File: src/rtl/iter_mult.sv
// Iterative shift-add multiplier for MULT/MULTU: one partial-product step per cycle,
// sign fix-up in a dedicated cycle, fixed 34-cycle latency from accept to done pulse.
module iter_mult #(
   parameter int WIDTH = 32,
   parameter int CNT_W = 6
) (
   input  logic             clk,
   input  logic             reset,
   input  logic             mul_valid,
   input  logic             mul_signed,
   input  logic [WIDTH-1:0] src_a,
   input  logic [WIDTH-1:0] src_b,
   input  logic             cancel,
   output logic             mul_busy,
   output logic             mul_done,
   output logic [WIDTH-1:0] result_hi,
   output logic [WIDTH-1:0] result_lo
);

   typedef enum logic [1:0] {
      IDLE,
      CALC,
      FIX,
      DONE
   } state_t;

   state_t             state_q;
   logic [CNT_W-1:0]   timer_q;
   logic [WIDTH-1:0]   mcand_q;
   logic [WIDTH-1:0]   mplier_q;
   logic [WIDTH:0]     accHi_q;
   logic               neg_q;
   logic               busy_q;
   logic               done_q;
   logic [WIDTH-1:0]   resultHi_q;
   logic [WIDTH-1:0]   resultLo_q;

   logic [WIDTH-1:0]   magA;
   logic [WIDTH-1:0]   magB;
   logic [WIDTH:0]     stepSum;
   logic [WIDTH:0]     accHi_d;
   logic [WIDTH-1:0]   mplier_d;
   logic [2*WIDTH-1:0] product;
   logic [2*WIDTH-1:0] result_d;

   // Magnitudes of signed operands; the most negative value maps onto itself and is
   // then treated as an unsigned magnitude, which is exactly what the datapath needs.
   always_comb begin
      magA     = (mul_signed && src_a[WIDTH-1]) ? -src_a : src_a;
      magB     = (mul_signed && src_b[WIDTH-1]) ? -src_b : src_b;
      stepSum  = accHi_q + (mplier_q[0] ? {1'b0, mcand_q} : '0);
      {accHi_d, mplier_d} = {stepSum, mplier_q} >> 1;
      product  = {accHi_q[WIDTH-1:0], mplier_q};
      result_d = neg_q ? -product : product;
   end

   always_ff @(posedge clk) begin
      if (reset) begin
         state_q    <= IDLE;
         timer_q    <= '0;
         mcand_q    <= '0;
         mplier_q   <= '0;
         accHi_q    <= '0;
         neg_q      <= 1'b0;
         busy_q     <= 1'b0;
         done_q     <= 1'b0;
         resultHi_q <= '0;
         resultLo_q <= '0;
      end else begin
         case (state_q)
            IDLE: begin
               if (mul_valid && !cancel) begin
                  mcand_q  <= magA;
                  mplier_q <= magB;
                  neg_q    <= mul_signed & (src_a[WIDTH-1] ^ src_b[WIDTH-1]);
                  accHi_q  <= '0;
                  timer_q  <= '0;
                  busy_q   <= 1'b1;
                  state_q  <= CALC;
               end
            end
            CALC: begin
               if (cancel) begin
                  busy_q  <= 1'b0;
                  state_q <= IDLE;
               end else begin
                  accHi_q  <= accHi_d;
                  mplier_q <= mplier_d;
                  timer_q  <= timer_q + CNT_W'(1);
                  if (timer_q == CNT_W'(WIDTH - 1)) begin
                     state_q <= FIX;
                  end
               end
            end
            FIX: begin
               busy_q <= 1'b0;
               if (cancel) begin
                  state_q <= IDLE;
               end else begin
                  resultHi_q <= result_d[2*WIDTH-1:WIDTH];
                  resultLo_q <= result_d[WIDTH-1:0];
                  done_q     <= 1'b1;
                  state_q    <= DONE;
               end
            end
            DONE: begin
               done_q  <= 1'b0;
               state_q <= IDLE;
            end
            default: begin
               busy_q  <= 1'b0;
               done_q  <= 1'b0;
               state_q <= IDLE;
            end
         endcase
      end
   end

   assign mul_busy  = busy_q;
   assign mul_done  = done_q;
   assign result_hi = resultHi_q;
   assign result_lo = resultLo_q;

endmodule

File: config.mk
export PLATFORM = sky130hd
export DESIGN_NAME = iter_mult
export DESIGN_NICKNAME = d
export VERILOG_FILES = /design/src/rtl/iter_mult.sv
export SDC_FILE = /design/constraint.sdc
export NUM_CORES = 1
export LEC_CHECK = 0
export CAP_MARGIN = 5
export CORE_ASPECT_RATIO = 0.5
export CORE_MARGIN = 4
export CORE_UTILIZATION = 52
export CTS_BUF_LIST = sky130_fd_sc_hd__clkbuf_8
export CTS_CLUSTER_SIZE = 30
export DETAILED_ROUTE_END_ITERATION = 8
export GPL_TIMING_DRIVEN = 0
export PLACE_DENSITY_LB_ADDON = 0.05
export SLEW_MARGIN = 20
export SYNTH_ARGS = -nofsm -noshare
export SYNTH_HDL_FRONTEND = slang
export SYNTH_SLANG_ARGS = --single-unit
File: constraint.sdc
create_clock -name clk -period 3.5 [get_ports clk]
set_clock_uncertainty 0.2 [all_clocks]
set_input_delay 1.05 -clock clk [delete_from_list [all_inputs] [get_ports clk]]
set_output_delay 1.05 -clock clk [all_outputs]
set_load 0.005 [all_outputs]
==> results of run 1 <==
[stage by stage]
| step | cell area, µm² | hold WS, ns | std cells | util (%) | total power [µW] |
|---|---|---|---|---|---|
| after floorplan | 10700 | 0.217 | 1390 | - | 2720 |
| after global placement | 12300 | 0.237 | 1788 | 62.2 | 3060 |
| after detailed placement | 12300 | 0.239 | 1788 | 62.2 | 3080 |
| after CTS | 12900 | 0.251 | 1820 | 64.9 | 4530 |
| after global routing | 13000 | 0.285 | 1823 | 65.6 | 4740 |
| final | 13000 | 0.253 | 1823 | 65.6 | 4560 |
[state kept, by name (all words and copies together) (netlist names)]
signal	flops
neg_q	1
mul_done	1
mul_busy	1
accHi_q	32
result_lo	32
mcand_q	32
state_q	2
result_hi	32
mplier_q	32
timer_q	6
[critical path: stages]
cell	delay, ns
clkdlybuf4s50_1	0.45
or4_4	0.57
nor4b_4	0.34
nand2b_1	0.12
or4_4	0.54
o31ai_2	0.26
xor2_1	0.20
o21ai_0	0.10
[power breakdown]
part           leakage, µW  internal, µW  switching (µW)  total [µW]
sequential         0.00139          2010            76.7        2090
clock             0.000200           705             768        1470
combinational      0.00317           360             636         996
[logic make-up after synthesis]
logic type      count (synthesis)
mux                             6
compound gates                402
buf+inv                       101
xor+xnor                      136
flops                         171
simple gates                  532
fa+ha+maj                      42
[worst min-delay path by stage]
stage                   from       endpoint  slack [ns]  cells after the start
2_1_floorplan    mcand_q[28]    mcand_q[28]        0.22                      2
3_3_place_gp   result_hi[29]  result_hi[29]        0.24                      2
3_5_place_dp     mcand_q[26]    mcand_q[26]        0.24                      2
4_1_cts          mcand_q[26]    mcand_q[26]        0.25                      2
5_1_grt        result_hi[31]  result_hi[31]        0.28                      2
6_report         mcand_q[26]    mcand_q[26]        0.25                      2
[synthesized netlist by cell type, types with 4 or more instances]
cell      number  area (µm²)
a21oi_1       85         425
and2_1        33         206
or4_1         11        82.6
a31oi_1        9        56.3
or2_2          9        56.3
mux2i_1        6        60.1
ha_1          41         513
clkbuf_1      71         267
and3_1         5        31.3
o21ai_0      131         656
xnor2_1       40         350
nor4_1         5        31.3
nor2b_1        6        37.5
o41ai_1       14         123
o31ai_1       35         263
o21a_1         4        30.0
o21bai_1       5        37.5
inv_1         25        93.8
o211ai_1       6        45.0
a22oi_1       11        82.6
nand2_1      182         683
nand3_1       30         150
a21o_1        11        82.6
or3_1         22         138
a22o_1         9        78.8
xor2_1        96         841
o22ai_1        5        31.3
dfxtp_1      171        3420
a211oi_1      44         330
nor3_1        33         165
nand4_1        7        43.8
o21ai_1        4        20.0
nand2b_1      19         119
nor2_1       146         548
[final cells by class]
class                      instances  area share (%)
sequential                       171            26.4
buffer                            75            2.22
clock buffer                      21            2.22
inverter                          25           0.722
timing repair buffer             137            10.5
multi-input combinational       1118            54.5
clock inverter                    10           0.886
tap                              266            2.56
[per-layer routing]
layer | GRT usage (%) | vias to the layer above | wire length [µm]
met5 | 0 | - | 13
met4 | 12.6 | 2 | 1160
met3 | 6.58 | 83 | 2620
met2 | 49.2 | 425 | 15800
met1 | 40.0 | 5247 | 15700
li1 | - | 5262 | -
[timing repair]
| action | 4_1_cts | 5_1_grt |
|---|---|---|
| hold endpoints to repair | 0 | 0 |
| setup buffers | 1 | 4 |
| gates resized for setup | 30 | 28 |
| setup endpoints to repair | 38 | 28 |
| pin swaps | 6 | 14 |
==> impl_metrics.py, run 1 <==
metrics = {
    "timing": {
        "slew_headroom_pct": 39.8,
        "setup_total_negative_slack_ns": 0,
        "layout_min_cycle_time_ns": 3.45,
        "slew_violations": 0,
        "maxClockFrequency_mhz": 290,
        "finalHoldViolations": 0,
        "report.final.setup_viol": 0,
        "layout_worst_path_cycle_share_pct": 98.6,
        "rsz0062_at_grt": "yes",
        "final.setup.worst_slack_ns": 0.0496,
        "worst-slew-pin-transition_ns": 0.903,
    },
    "cts": {
        "clock_sink_count": 171,
        "insertion_delay_to_the_later_sink_of_the_worst_skew_pair_ns": 0.50,
        "cts-root-to-sink-buffers": 2,
        "cts.reportedPaths.clkPinSlew_ns": 0.09,
        "cts-hold-fix-buffers": 0,
        "tritoncts": "built",
        "cts-htree-levels": 4,
        "cts_made_buffers": 17,
        "root_buffer": "clkbuf_8",
    },
    "synth": {
        "synth_top_family_by_area": "compound AO/OA/AOI/OAI gates",
        "mappedNetlistNets": 1501,
        "post_synth_inst_count": 1390,
        "postSynth.topFlopCell": "dfxtp_1",
        "ys_types": 70,
        "synth_async_sr_flop_share_pct": 0,
        "sequential_cell_area_fraction_in_the_yosys_report_pct": 32.1,
        "mux_contribution_to_synthesized_area_pct": 0.562,
        "synth-seq-cells": 171,
        "ys_warn_count": 0,
        "synth_enable_flop_cells": 0,
        "compound_gate_portion_of_the_synthesized_area_pct": 23.8,
        "post_synth_and_or_nand_nor_area_fraction_pct": 23.8,
        "synthesis.area_um2": 10700,
        "synth-adder-area-share_pct": 4.99,
        "synth_xor_xnor_area_share_pct": 11.2,
        "synthesis.area_per_instance_um2": 7.68,
    },
    "global_route": {
        "via_count_of_the_first_global_routing_pass": 10400,
        "gr-total-overflow": 0,
        "maximum_number_of_pins_on_one_net_before_global_route_repair": 17,
        "all_layer_global_routing_usage_pct": 30.5,
        "antenna_found_initial": 1,
        "first_pass_grt_wire_length_um": 55400,
    },
    "worst_setup_path": {
        "critical_path.reg2reg.startpoint": "mplier_q[0]",
        "crit_path_end": "mcand_q[29]",
        "critical_path.endpoint_type": "flip-flop",
        "critPathLaunchType": "input port",
        "critical_path.reg2reg.endpoint": "accHi_q[23]",
        "critical_path_class": "input port to flip-flop",
        "reg2reg_depth": 13,
        "crit_arrival_ns": 3.63,
        "crit_start": "src_a[15]",
        "r2r_setup_slack_ns": 0.19,
        "worst-endpoint-required_ns": 3.68,
        "worst-path-max-fanout": 5,
    },
    "finish": {
        "insertedDiodeCount": 0,
        "fin_nets": 1656,
        "layout.filler_cells": 1748,
        "regArea_um2": 3430,
        "share_of_post_route_cells_with_drive_strength_above_1_pct": 6.23,
        "flow.area_growth_from_synthesis_pct": 21.7,
        "final_cell_mix": "nand2_1, dfxtp_1, nor2_1",
        "commonest_non_fill_non_tap_cell_in_the_layout": "nand2_1",
        "multi_input_comb_area_um2": 7090,
    },
    "floorplan": {
        "design.die.area_um2": 23000,
        "core_box_area_um2": 19800,
        "num_rows": 36,
        "dieWidth_um": 211,
        "floorplan.die.height_um": 109,
        "num_io_pins": 135,
        "effective_utilization_at_floorplan_pct": 53.9,
    },
    "place": {
        "port_buffers": 132,
        "detailedPlacementHpwl_um": 27600,
        "routabilityCongestion": 0.928,
        "placement.setup.worst_slack_ns": -1.01,
    },
    "drt": {
        "route.detailed.vias_per_inst": 6.04,
        "drcViolationCount": 0,
        "antenna_violating_nets_post_route": 0,
        "vias": 11000,
        "post_drt_wl_per_cell_um": 19.3,
        "drt_wl_total_um": 35200,
        "detail_route.iter0.violations": 1064,
        "dr.pass1.iters": 5,
    },
    "power": {
        "p_per_area_nw_per_um2": 351,
        "power.ir.vdd_worst_v": 0.000204,
        "leakagePower_uw": 0.00476,
    },
    "flow_run": {
        "cap_violations": 0,
    },
    "run_status": {
        "run_status": "completed",
    },
    "worst_hold_path": {
        "hold_path.class": "flip-flop to flip-flop",
    },
}
No activity file was read; power rests on OpenSTA's default activity.
==> run 2: changes to the inputs <==
Settings changed: CORE_MARGIN 4 to 2, PLACE_DENSITY from default to 0.85, PLACE_DENSITY_LB_ADDON 0.05 to default.
==> run 2 against run 1 <==
Via count increased by 1.2%. Cell area increased by 0.35%. Wire length decreased by 1.7%. Fmax about the same. Critical path type unchanged. Critical endpoint is now mplier_q[31]. Largest power group unchanged.
==> impl_metrics.py, run 2 (synthesis gave the netlist of run 1 again) <==
metrics = {
    "worst_setup_path": {
        "r2r_setup_slack_ns": 0.14,
        "critical-path-slowest-cell": "or4_4",
        "reg2reg_depth": 11,
        "worst-path-max-fanout": 6,
        "critical_path.reg2reg.endpoint": "accHi_q[25]",
        "worst-endpoint-required_ns": 3.72,
        "crit_start": "src_b[20]",
        "crit_arrival_ns": 3.67,
        "largest_stage_delay_on_the_critical_path_ns": 0.44,
        "critPathLaunchType": "input port",
        "worstPathCellList": "dlygate4sd2_1 > or3_4 > or2_4 > or3_4 > or4_4 > or2_4 > o41ai_4 > nand3_1 > a31oi_1",
        "critical_path_class": "input port to flip-flop",
        "critical_path.reg2reg.startpoint": "mplier_q[0]",
        "critical_path.endpoint_type": "flip-flop",
    },
    "cts": {
        "root_buffer": "clkbuf_8",
        "cts_made_buffers": 17,
        "insertion_delay_to_the_later_sink_of_the_worst_skew_pair_ns": 0.50,
        "tritoncts": "built",
        "cts-root-to-sink-buffers": 2,
        "cts-hold-fix-buffers": 0,
        "cts.reportedPaths.clkPinSlew_ns": 0.10,
        "clock_sink_count": 171,
        "cts-htree-levels": 4,
    },
    "timing": {
        "slew_headroom_pct": 32.6,
        "report.final.setup_viol": 0,
        "layout_min_cycle_time_ns": 3.45,
        "worst-slew-pin-transition_ns": 1.01,
        "slew_violations": 0,
        "maxClockFrequency_mhz": 290,
        "setup_total_negative_slack_ns": 0,
        "layout_worst_path_cycle_share_pct": 98.6,
        "finalHoldViolations": 0,
    },
    "finish": {
        "share_of_post_route_cells_with_drive_strength_above_1_pct": 5.99,
        "layout.filler_cells": 1685,
        "commonest_non_fill_non_tap_cell_in_the_layout": "nand2_1",
        "final_cell_mix": "nand2_1, dfxtp_1, nor2_1",
        "fin_cells": 1834,
        "insertedDiodeCount": 0,
        "flow.area_growth_from_synthesis_pct": 22.1,
        "fin_nets": 1666,
    },
    "drt": {
        "post_drt_wl_per_cell_um": 18.9,
        "antenna_violating_nets_post_route": 0,
        "drt_wl_total_um": 34600,
        "vias": 11200,
        "route.detailed.vias_per_inst": 6.08,
        "dr.pass1.iters": 5,
        "detail_route.iter0.violations": 1054,
        "drcViolationCount": 0,
    },
    "floorplan": {
        "effective_utilization_at_floorplan_pct": 54.0,
        "num_io_pins": 135,
        "dieWidth_um": 207,
        "core_box_area_um2": 19800,
        "num_rows": 36,
        "design.die.area_um2": 21800,
        "floorplan.die.height_um": 105,
    },
    "global_route": {
        "first_pass_grt_wire_length_um": 54800,
        "maximum_number_of_pins_on_one_net_before_global_route_repair": 17,
        "antenna_found_initial": 0,
        "all_layer_global_routing_usage_pct": 31.9,
        "gr-total-overflow": 0,
        "via_count_of_the_first_global_routing_pass": 10600,
    },
    "worst_hold_path": {
        "hold_path.class": "flip-flop to flip-flop",
        "hold-path-cell-count": 2,
        "timing.hold.worst.start": "mcand_q[26]",
        "min_delay_worst_endpoint": "mcand_q[26]",
    },
    "place": {
        "dpl.cell_count": 1788,
        "detailedPlacementHpwl_um": 26400,
        "port_buffers": 132,
        "routabilityCongestion": 0.920,
    },
    "power": {
        "power.ir.vdd_worst_v": 0.000287,
        "p_per_area_nw_per_um2": 355,
        "leakagePower_uw": 0.00481,
    },
    "run_status": {
        "run_status": "completed",
    },
    "flow_run": {
        "cap_violations": 0,
    },
}
==> run 2: cell count changes in the layout (fill, tap and decap cells not counted), sizes merged, moves of 2 or more <==
cell and delta:
clkinv -2, clkbuf -4, inv +8, buf +10
clkinvlp -2
==> run 2: layer usage <==
metal / GRT usage (%) / share of wire (%) / vias to the layer above
met1: 42.7 / 43 / 5310
met3: 4.79 / 7.4 / 77
met5: 0 / 0 / -
met4: 10.8 / 2.5 / 0
li1: - / - / 5292
met2: 52.4 / 47 / 473
==> run 2: what timing repair did <==
| item | CTS | global route |
|---|---|---|
| resized for setup | 23 | 23 |
| setup buffers | 1 | 14 |
| pin swaps | 2 | 17 |
| cloned | 0 | 0 |
| setup endpoints to repair | 30 | 26 |
==> run 2: through the flow <==
stage | util (%) | setup WS (ns) | hold WS, ns | total power (µW) | instance area (µm²)
global placement | 62.4 | -0.896 | 0.236 | 3040 | 12300
floorplan | - | 0.0204 | 0.217 | 2720 | 10700
finish | 65.9 | 0.0474 | 0.253 | 4630 | 13000
CTS | 65.0 | -0.00675 | 0.256 | 4580 | 12800
global route | 65.9 | -0.0531 | 0.292 | 4790 | 13000
detailed placement | 62.4 | -1.02 | 0.242 | 3070 | 12300
==> run 2: final cells by class <==
class,count,area [µm²],share of cell area (%)
multi-input combinational,1118,7040,54.0
sequential,171,3430,26.3
timing repair buffer,147,1440,11.0
tap,266,333,2.55
buffer,75,289,2.22
clock buffer,17,234,1.79
clock inverter,15,188,1.44
inverter,25,93.8,0.720
==> run 2: power breakdown <==
group / total, µW / switching, µW / leakage, µW / internal [µW]
combinational: 984 / 626 / 0.00321 / 358
sequential: 2090 / 78.1 / 0.00139 / 2010
clock: 1550 / 826 / 0.000220 / 723
total: 4630 / 1530 / 0.00481 / 3100
==> run 2: how the worst max path moves through the flow <==
stage                               to  slack (ns)
after floorplan            mcand_q[29]        0.02
after global placement     mcand_q[26]       -0.90
after detailed placement   mcand_q[26]       -1.02
after CTS                  mcand_q[29]      -0.007
after global routing       mcand_q[19]       -0.05
final                     mplier_q[31]        0.05
==> run 2: worst max-delay path, delay by kind of cell <==
family	cells	cell delay [ns]
AO/OA/AOI/OAI	2	0.47
AND/OR/NAND/NOR	6	1.86
buffers and inverters	1	0.29
==> run 3: changes to the inputs <==
Settings changed: CORE_MARGIN 2 to 4, MAX_ROUTING_LAYER from default to met4.
==> run 3 against run 2 <==
Global-route usage fell by 1.1 points. Final cell count fell by 0.49%. Largest power group unchanged. Sequential share of layout area increased by 0.22 points. Core utilization decreased by 0.70 points. Critical endpoint is now mcand_q[29]. Highest routed layer unchanged. Total power down 1.4%.
==> impl_metrics.py, run 3 (synthesis gave the netlist of run 1 again) <==
metrics = {
    "run_status": {
        "run_status": "completed",
    },
    "power": {
        "p_per_area_nw_per_um2": 353,
        "leakagePower_uw": 0.00471,
        "power.ir.vdd_worst_v": 0.000259,
    },
    "drt": {
        "drcViolationCount": 0,
        "antenna_violating_nets_post_route": 0,
        "post_drt_wl_per_cell_um": 19.2,
        "drt_wl_total_um": 35100,
        "dr.pass1.iters": 5,
        "vias": 11100,
        "detail_route.iter0.violations": 997,
        "route.detailed.vias_per_inst": 6.10,
    },
    "floorplan": {
        "design.die.area_um2": 23000,
        "num_rows": 36,
        "effective_utilization_at_floorplan_pct": 53.9,
        "core_box_area_um2": 19800,
        "dieWidth_um": 211,
        "num_io_pins": 135,
        "floorplan.die.height_um": 109,
    },
    "finish": {
        "final_cell_mix": "nand2_1, dfxtp_1, nor2_1",
        "insertedDiodeCount": 0,
        "fin_nets": 1657,
        "postLayoutCoreUtil_pct": 65.2,
        "layout.filler_cells": 1745,
        "share_of_post_route_cells_with_drive_strength_above_1_pct": 5.64,
        "commonest_non_fill_non_tap_cell_in_the_layout": "nand2_1",
        "flow.area_growth_from_synthesis_pct": 21.1,
    },
    "cts": {
        "insertion_delay_to_the_later_sink_of_the_worst_skew_pair_ns": 0.47,
        "clock_sink_count": 171,
        "root_buffer": "clkbuf_8",
        "cts_made_buffers": 17,
        "cts-htree-levels": 4,
        "cts-hold-fix-buffers": 0,
        "cts-root-to-sink-buffers": 2,
        "cts.reportedPaths.clkPinSlew_ns": 0.10,
        "tritoncts": "built",
    },
    "timing": {
        "layout_worst_path_cycle_share_pct": 98.3,
        "worst-slew-pin-transition_ns": 0.883,
        "finalHoldViolations": 0,
        "slew_violations": 0,
        "slew_headroom_pct": 41.0,
        "rsz0062_at_grt": "yes",
        "setup_total_negative_slack_ns": 0,
        "layout_min_cycle_time_ns": 3.44,
        "maxClockFrequency_mhz": 291,
        "report.final.setup_viol": 0,
    },
    "worst_setup_path": {
        "worst-path-max-fanout": 5,
        "critical_path_buffer_and_inverter_count": 1,
        "worstPathCellList": "clkdlybuf4s50_1 > or4_4 > nor4b_4 > nand2b_1 > or4_4 > o31ai_2 > xor2_1 > o21ai_0",
        "worstSetupPathDepth": 8,
        "worst_path_most_repeated_cell": "or4_4",
        "critPathLaunchType": "input port",
        "critical_path.endpoint_type": "flip-flop",
        "path_delay_family": "simple AND/OR/NAND/NOR gates",
        "critical-path-slowest-cell": "or4_4",
        "reg2reg_depth": 11,
        "largest_stage_delay_on_the_critical_path_ns": 0.56,
        "worst-endpoint-required_ns": 3.66,
        "critical_path_class": "input port to flip-flop",
        "crit_arrival_ns": 3.60,
    },
    "worst_hold_path": {
        "hold-path-cell-count": 2,
        "hold_path.class": "flip-flop to flip-flop",
    },
    "global_route": {
        "antenna_found_initial": 0,
        "maximum_number_of_pins_on_one_net_before_global_route_repair": 17,
        "first_pass_grt_wire_length_um": 55100,
        "all_layer_global_routing_usage_pct": 30.8,
        "via_count_of_the_first_global_routing_pass": 10400,
        "gr-total-overflow": 0,
    },
    "place": {
        "port_buffers": 132,
        "detailedPlacementHpwl_um": 27100,
        "routabilityCongestion": 0.971,
    },
    "flow_run": {
        "cap_violations": 0,
    },
}
[run 3: changes by cell type in the layout (fill, tap and decap cells not counted), moves of 3 or more]
cell        delta
nor3_2         +3
buf_4          -9
clkinvlp_4     +4
clkbuf_8       +3
inv_8          -3
[run 3: report_power, final]
part	internal [µW]	total, µW	switching (µW)	leakage (µW)
Clock	697	1490	792	0.000196
Sequential	2010	2100	82.3	0.00139
Combinational	357	974	617	0.00313
[run 3: cell type report]
cell class,count,area [µm²],share of cell area (%)
plain buffers,75,289,2.24
clock buffers,20,275,2.13
clock inverters,12,136,1.05
inverters,25,93.8,0.726
multi-input cells,1118,7010,54.2
flip-flops and latches,171,3430,26.5
well taps,266,333,2.57
repair buffers,138,1370,10.6
[run 3: stage by stage]
step | cells | hold slack (ns) | area (µm²) | total power (µW) | worst slack, ns
global route | 1825 | 0.281 | 12900 | 4740 | -0.0158
detailed placement | 1788 | 0.238 | 12300 | 3060 | -1.08
CTS | 1823 | 0.260 | 12900 | 4530 | 0.0209
global placement | 1788 | 0.237 | 12300 | 3040 | -1.02
finish | 1825 | 0.257 | 12900 | 4560 | 0.0609
floorplan | 1390 | 0.217 | 10700 | 2720 | 0.0204
[run 3: per-layer routing]
metal  part of all wire [%]  vias to the layer above  global-route usage (%)
met5                      0                        -                       -
met4                    2.5                        0                    9.20
met3                    7.0                       73                    4.53
met2                     45                      430                    48.8
met1                     45                     5359                    41.4
li1                       -                     5279                       -
[run 3: path summary, 6_finish.rpt]
path,start,to,slack (ns)
max,src_a[14],mcand_q[29],0.06
min,mcand_q[28],mcand_q[28],0.26
max reg2reg,mplier_q[0],accHi_q[31],0.14
min reg2reg,mcand_q[28],mcand_q[28],0.26
[run 3: what timing repair did]
item	4_1_cts	5_1_grt
endpoints found under the setup margin	41	27
buffers inserted	3	3
gates resized for setup	26	17
pin swaps	3	6
[run 3: worst register-to-register path: cells and delay by family (launching register included)]
kind                       cells  cell delay [ns]
buffers and inverters          1             0.18
AOI/OAI and AO/OA              7             1.60
and+or+nand+nor                2             0.50
DFF                            1             0.40
adders and majority gates      1             0.35
